**config.mk**
```make
export PLATFORM = sky130hd
export DESIGN_NAME = sound_latch_bridge
export DESIGN_NICKNAME = d
export VERILOG_FILES = /design/src/rtl/terra_pkg.sv /design/src/rtl/rise_detect.sv /design/src/rtl/sound_latch_bridge.sv
export SDC_FILE = /design/constraint.sdc
export NUM_CORES = 1
export LEC_CHECK = 0
export CAP_MARGIN = 10
export CORE_UTILIZATION = 46
export CTS_CLUSTER_DIAMETER = 200
export DETAILED_ROUTE_END_ITERATION = 8
export GPL_TIMING_DRIVEN = 0
export PLACE_DENSITY = 0.87
export SLEW_MARGIN = 30
export SYNTH_ARGS = -nofsm -noshare
export SYNTH_HDL_FRONTEND = slang
export SYNTH_SLANG_ARGS = --single-unit
export TNS_END_PERCENT = 100
```
**constraint.sdc**
```tcl
create_clock -name clk -period 1.7 [get_ports clk]
set_clock_uncertainty 0.15 [all_clocks]
set_input_delay 0.425 -clock clk [delete_from_list [all_inputs] [get_ports clk]]
set_output_delay 0.425 -clock clk [all_outputs]
set_load 0.005 [all_outputs]
```
**src/rtl/terra_pkg.sv**
```systemverilog
// Shared constants and types for the 68000/Z80 sound-latch bridge.
package terra_pkg;

    localparam int   SND_IRQ_DIV_DEFAULT = 512;
    localparam logic SND_LATCH_MARK      = 1'b1;

    typedef enum logic {
        IRQ_IDLE = 1'b0,
        IRQ_PEND = 1'b1
    } irq_state_e;

endpackage

```
**src/rtl/rise_detect.sv**
```systemverilog
// Rising-edge detector: one flop plus AND gate, reset to "low not yet seen".
module rise_detect (
    input  logic clk,
    input  logic reset_n,
    input  logic d,
    output logic rise
);

    // Stores "input was low last cycle". Coming out of reset at 0 means a
    // level already high at release must drop before it can count as an edge.
    logic low_seen_q;
    logic low_seen_d;

    always_comb begin
        low_seen_d = ~d;
    end

    always_ff @(posedge clk or negedge reset_n) begin
        if (!reset_n) low_seen_q <= 1'b0;
        else          low_seen_q <= low_seen_d;
    end

    assign rise = d & low_seen_q;

endmodule

```
**src/rtl/sound_latch_bridge.sv**
```systemverilog
// 68000 -> Z80 sound latch with Z80 read/clear ports and a periodic Z80 INT
// that stays asserted until acknowledged by an M1+IORQ cycle.
module sound_latch_bridge
    import terra_pkg::*;
#(
    parameter int IRQ_DIV = SND_IRQ_DIV_DEFAULT,
    parameter int CNT_W   = 10
) (
    input  logic       clk,
    input  logic       reset_n,
    input  logic       sound_latch_cs,
    input  logic       m68k_rw,
    input  logic       m68k_lds_n,
    input  logic [7:0] m68k_din,
    input  logic       z80_cen,
    input  logic       z80_latch_r_cs,
    input  logic       z80_latch_clr_cs,
    input  logic       z80_rd_n,
    input  logic       z80_wr_n,
    input  logic       z80_iorq_n,
    input  logic       z80_m1_n,
    output logic [7:0] z80_dout,
    output logic       z80_irq_n,
    output logic       latch_full
);

    logic wstb, clr_stb, ack_stb;
    logic wr_rise, clr_rise, ack_rise;
    logic din_unused;

    assign wstb       = sound_latch_cs & ~m68k_rw & ~m68k_lds_n;
    assign clr_stb    = z80_latch_clr_cs & ~z80_wr_n;
    assign ack_stb    = ~z80_iorq_n & ~z80_m1_n;
    assign din_unused = m68k_din[7];

    rise_detect u_wr_rise  (.clk(clk), .reset_n(reset_n), .d(wstb),    .rise(wr_rise));
    rise_detect u_clr_rise (.clk(clk), .reset_n(reset_n), .d(clr_stb), .rise(clr_rise));
    rise_detect u_ack_rise (.clk(clk), .reset_n(reset_n), .d(ack_stb), .rise(ack_rise));

    logic [7:0]       latch_q, latch_d;
    logic             full_q, full_d;
    logic [CNT_W-1:0] cnt_q, cnt_d;
    logic             wrap;
    irq_state_e       state_q, state_d;

    always_comb begin
        latch_d = latch_q;
        full_d  = full_q;
        if (clr_rise) begin
            latch_d = 8'h00;
            full_d  = 1'b0;
        end
        // Write is applied last so it wins over a same-cycle clear.
        if (wr_rise) begin
            latch_d = {m68k_din[6:0], SND_LATCH_MARK};
            full_d  = 1'b1;
        end
    end

    always_comb begin
        cnt_d = cnt_q;
        wrap  = z80_cen && (cnt_q == CNT_W'(IRQ_DIV - 1));
        if (z80_cen) cnt_d = wrap ? '0 : cnt_q + CNT_W'(1);
    end

    always_comb begin
        state_d = state_q;
        case (state_q)
            IRQ_IDLE: if (wrap) state_d = IRQ_PEND;
            IRQ_PEND: if (ack_rise && !wrap) state_d = IRQ_IDLE;
            default:  state_d = IRQ_IDLE;
        endcase
    end

    always_ff @(posedge clk or negedge reset_n) begin
        if (!reset_n) begin
            latch_q <= 8'h00;
            full_q  <= 1'b0;
            cnt_q   <= '0;
            state_q <= IRQ_IDLE;
        end else begin
            latch_q <= latch_d;
            full_q  <= full_d;
            cnt_q   <= cnt_d;
            state_q <= state_d;
        end
    end

    assign z80_dout   = (z80_latch_r_cs && !z80_rd_n) ? latch_q : 8'h00;
    assign z80_irq_n  = (state_q != IRQ_PEND);
    assign latch_full = full_q;

endmodule

```
After elaboration in Yosys (flattened, before gate mapping)
Cells that the tools add are included.
- flip-flop bits (word level): 23
- input bits: 20
- output and inout bits: 10
- word-level logic and storage cells: 40
- $add $sub $neg: 1
- equal/unequal tests: 1
- mux-type cells: 9
- bitwise operators: 16
- reductions and logical operators: 6
- operator list (cell ; number):
    8-bit two-way mux ; 3
    10-bit by 1-bit adder with 10-bit output, second input constant ; 1
    10-bit by 9-bit equality test with 1-bit output, second input constant ; 1
    10-bit two-way mux ; 1
    1-bit NOT ; 9
    1-bit AND ; 7
    1-bit two-way mux ; 4
    1-bit logical AND ; 3
    1-bit logical NOT ; 2
    1-bit one-hot mux with 2 select lines ; 1
    2-bit nonzero test ; 1

Logic depth before layout (Yosys ltp)
- word-level depth: 6
- depth in mapped cells: 4
- mapped depth without buffers: 4

Cells and area by module
From an unflattened synthesis, not the netlist that was laid out.
- cells, all modules: 100
- area, all modules: 1053.5 µm²
- by module, submodules not included (module ; times used ; cells an instance ; area an instance (µm²) ; seq. area each (µm²)):
    sound_latch_bridge ; 1 ; 91 ; 948.4 ; 475.5
    rise_detect ; 3 ; 3 ; 35.0 ; 25.0

Worst setup path after synthesis
OpenSTA, ideal clock, no wires.
- path kind: input to register
- start point: input port z80_cen
- end point: register cnt_q[9]
- setup time: 0.125 ns
- arrival time: 1.259 ns
- data required time: 1.425 ns
- setup slack: 0.167 ns
- stages on the path: 4
- buffers on the path: 1
- cell sequence: buf_4 -> nand3_2 -> nor4_2 -> mux2_2
- longest elaborated chain between the ends: 2
- RTL lines (item ; line ; source):
    start, declared ; sound_latch_bridge.sv:15 ; input logic z80_cen,
    1-bit logical AND ; sound_latch_bridge.sv:62 ; wrap = z80_cen && (cnt_q == CNT_W'(IRQ_DIV - 1));
    10-bit two-way mux ; sound_latch_bridge.sv:63 ; if (z80_cen) cnt_d = wrap ? '0 : cnt_q + CNT_W'(1);
    end signal, assigned ; sound_latch_bridge.sv:84 ; cnt_q <= cnt_d;
    end, declared ; sound_latch_bridge.sv:42 ; logic [CNT_W-1:0] cnt_q, cnt_d;
Several ways; a longest one is shown, not always the timed one.
A chain may end at the register's enable or synchronous reset.

Worst setup path in the final report
- start point: register latch_q[6]
- end point: output port z80_dout[6]
- longest elaborated chain between the ends: 1
- RTL lines (item ; line ; source):
    start, declared ; sound_latch_bridge.sv:40 ; logic [7:0] latch_q, latch_d;
    start signal, assigned ; sound_latch_bridge.sv:82 ; latch_q <= latch_d;
    8-bit two-way mux ; sound_latch_bridge.sv:89 ; assign z80_dout = (z80_latch_r_cs && !z80_rd_n) ? latch_q : 8'h00;
    end, declared ; sound_latch_bridge.sv:22 ; output logic [7:0] z80_dout,
Every way passes these cells.

==> results.yml <==
detailed_routing:
  drc: 0
  antenna_left: 0
  drt_wl_total_microns: 2030
  vias: 829
  first_pass_iters: 2
  vias_per_cell: 5.12
  drt_iter0_drc: 9
  post_drt_wl_per_cell_microns: 12.5
layout:
  nets: 157
  fin_area_sq_mm: 0.00138
  fillCellCount: 152
  seqCellArea_sq_um: 551
  final_cells: 162
  utilization: 0.681
  syn_to_final_growth_pct: 34.6
  antenna-diode-count: 0
  multiInputGateArea_sq_um: 462
  drive_gt1_frac: 0.200
grt:
  antenna_found_initial: 0
  overflow: 0
  grt_pass1_vias: 818
  grtUsageTotal: 0.193
  grt_max_degree: 23
  grt_pass1_wl_microns: 3520
worst_setup_path:
  path_cells: "and2_1 -> clkdlybuf4s15_1"
  cp_max_fo: 2
  critPathSlowestCell: "dfrtp_1"
  worst_ep_arrival_time_ns: 1.03
  endpoint_kind: "primary output"
  crit_type: "reg2out"
  crit_path_max_incr_delay_ns: 0.40
  start_kind: "flip-flop"
  required_ns: 1.12
floorplanning:
  die_y_microns: 49.2
  io_pins: 30
  coreArea_sq_mm: 0.00202
  fp.dieW_microns: 49.2
  num_rows: 16
  dieArea_sq_mm: 0.00242
  initial_core_util: 0.506
worst_hold_path:
  min_path_type: "in2reg"
synthesis:
  synthXorXnorAreaFrac: 0.0428
  synth_edf_count: 0
  syn_area_per_cell_sq_um: 10.0
  netlist_area_sq_mm: 0.00102
  ys_ff_latch: 22
  syn_inst: 102
  synth_seq_area_share: 0.538
  synthDominantCellAreaShare: 0.538
  async_reset_ff_frac: 1.00
  synth.area.top_cells: "dfrtp_1 54%, nand2_1 7.3%, and2_1 4.9%, o21ai_0 4.4%, xnor2_1 3.4%"
  synth_top_family_by_area: "simple AND/OR/NAND/NOR gates"
  synth_ff_type: "dfrtp_1"
  yosys-mux-area-fraction: 0.0110
  netlist-cell-type-count: 30
  synth_adder_area_share: 0.0122
  synth-simple-area-share: 0.264
  syn_nets: 123
  synth_warnings: 0
  synth-compound-area-share: 0.101
  yosysTopAreaCell: "dfrtp_1"
outcome:
  outcome: "finished clean"
power:
  leakagePower_nw: 0.607
  power_density_mw_per_mm2: 892
  vdd_drop_max_mv: 0.665
sta:
  finalHoldViolCount: 0
  maxSlewViolCount: 0
  fin_crit_sh: 0.946
  fmax_ghz: 0.622
  period_minus_slack_ns: 1.61
  rsz0062_at_grt: "no"
  tightest_slew_ns: 0.469
  relSlewSlack: 0.687
  hold_ws_ns: 0.226
  setup_viol: 0
placed_design:
  gp_congestion: 0.788
  place_inst: 156
  place_area_sq_mm: 0.00133
  numPortBuffers: 27
  dp_hpwl_microns: 1490
clocking:
  cts_tree: "built"
  cts_root_buf: "clkbuf_4"
  clock-sinks: 22
  path_clk_slew_ns: 0.12
  htreeDepth: 1
  worstSkewPairLatency_ns: 0.31
  cts_buffer_depth: 2
  cts_buffers: 3
job:
  max_cap_violations: 0
sequential cells by signal, summed over array words and instances (netlist names):
name	flops
cnt_q	10
state_q	1
u_wr_rise.low_seen_q	1
latch_q	8
u_ack_rise.low_seen_q	1
u_clr_rise.low_seen_q	1
critical path: cells and delay by family (launching register included):
kind / cells / cell delay, ns
buf+inv: 1 / 0.19
flops: 1 / 0.40
simple gates: 1 / 0.13
where the power goes:
part | internal (mW) | total (mW) | switching [mW]
Combinational | 0.129 | 0.239 | 0.111
Sequential | 0.606 | 0.702 | 0.0958
Clock | 0.131 | 0.287 | 0.156
metal layers:
| metal | up-vias | global-route usage | share of wire |
|---|---|---|---|
| met2 | 25 | 0.356 | 0.50 |
| li1 | 415 | - | - |
| met1 | 385 | 0.213 | 0.44 |
| met3 | 4 | 0.0343 | 0.039 |
| met4 | 0 | 0.0882 | 0.014 |
| met5 | - | 0 | 0 |
path summary, 6_finish.rpt:
| path | slack [ns] | start | depth (start not counted) | endpoint |
|---|---|---|---|---|
| max in group asynchronous | 0.63 | reset_n | 2 | cnt_q[2]$_DFFE_PN0P_ |
| setup reg to reg | 0.15 | cnt_q[1]$_DFFE_PN0P_ | 4 | cnt_q[1]$_DFFE_PN0P_ |
| hold reg to reg | 0.35 | state_q$_DFF_PN0_ | 1 | state_q$_DFF_PN0_ |
| hold / removal | 0.23 | z80_cen | 2 | cnt_q[1]$_DFFE_PN0P_ |
| setup / recovery | 0.09 | latch_q[6]$_DFFE_PN0P_ | 2 | z80_dout[6] |
| min in group asynchronous | 0.44 | reset_n | 2 | latch_q[1]$_DFFE_PN0P_ |
cells by family after synthesis:
| family | after synthesis |
|---|---|
| buffers and inverters | 7 |
| AOI/OAI and AO/OA | 17 |
| xor gates and xnor gates | 5 |
| DFF | 22 |
| adders and majority gates | 1 |
| muxes | 1 |
| and+or+nand+nor | 49 |
synth_stat cells (2+ instances only):
cell	count
nor2_1	4
dfrtp_1	22
a31oi_1	2
nand3_1	2
nand4_1	2
nand2_1	20
o21ai_0	9
and2_1	8
inv_1	5
a21o_1	3
nand3b_1	2
nand3_2	2
xnor2_1	4
what timing repair did:
action                                  CTS  global route
hold endpoints to repair                  0            22
endpoints found under the setup margin   10             8
hold buffers                              0             1
resized for setup                        43             6
pin swaps                                 2             0
setup buffers                             3             0
layout by cell type (no fill, tap or decap), drive strengths merged, types with 2 or more instances in the layout:
cell type      synthesis  final
dfrtp                 22     22
nand2                 20     20
clkdlybuf4s50          0     14
buf                    2     11
o21ai                  9      9
and2                   8      8
inv                    5      5
nor2                   4      4
xnor2                  4      4
clkbuf                 0      4
nand3                  4      4
a21o                   3      3
clkdlybuf4s15          0      3
nand3b                 2      2
a31oi                  2      2
nand4                  2      2
dlygate4sd2            0      2
nor4                   2      2
per-stage QoR:
| step | setup TNS [ns] | total power [mW] | worst slack, ns |
|---|---|---|---|
| 2_1_floorplan | 0 | 0.827 | 0.167 |
| 3_3_place_gp | -7.37 | 0.929 | -0.739 |
| 3_5_place_dp | -8.26 | 0.948 | -0.757 |
| 4_1_cts | 0 | 1.23 | 0.00311 |
| 5_1_grt | 0 | 1.31 | 0.0317 |
| 6_report | 0 | 1.23 | 0.0919 |
layout make-up:
type | instances | share of cell area
timing repair buffer | 29 | 0.192
inverter | 5 | 0.0136
clock buffer | 4 | 0.0263
sequential | 22 | 0.400
multi-input combinational | 73 | 0.335
tap | 27 | 0.0245
buffer | 2 | 0.00908
No activity file was read; power rests on OpenSTA's default activity.
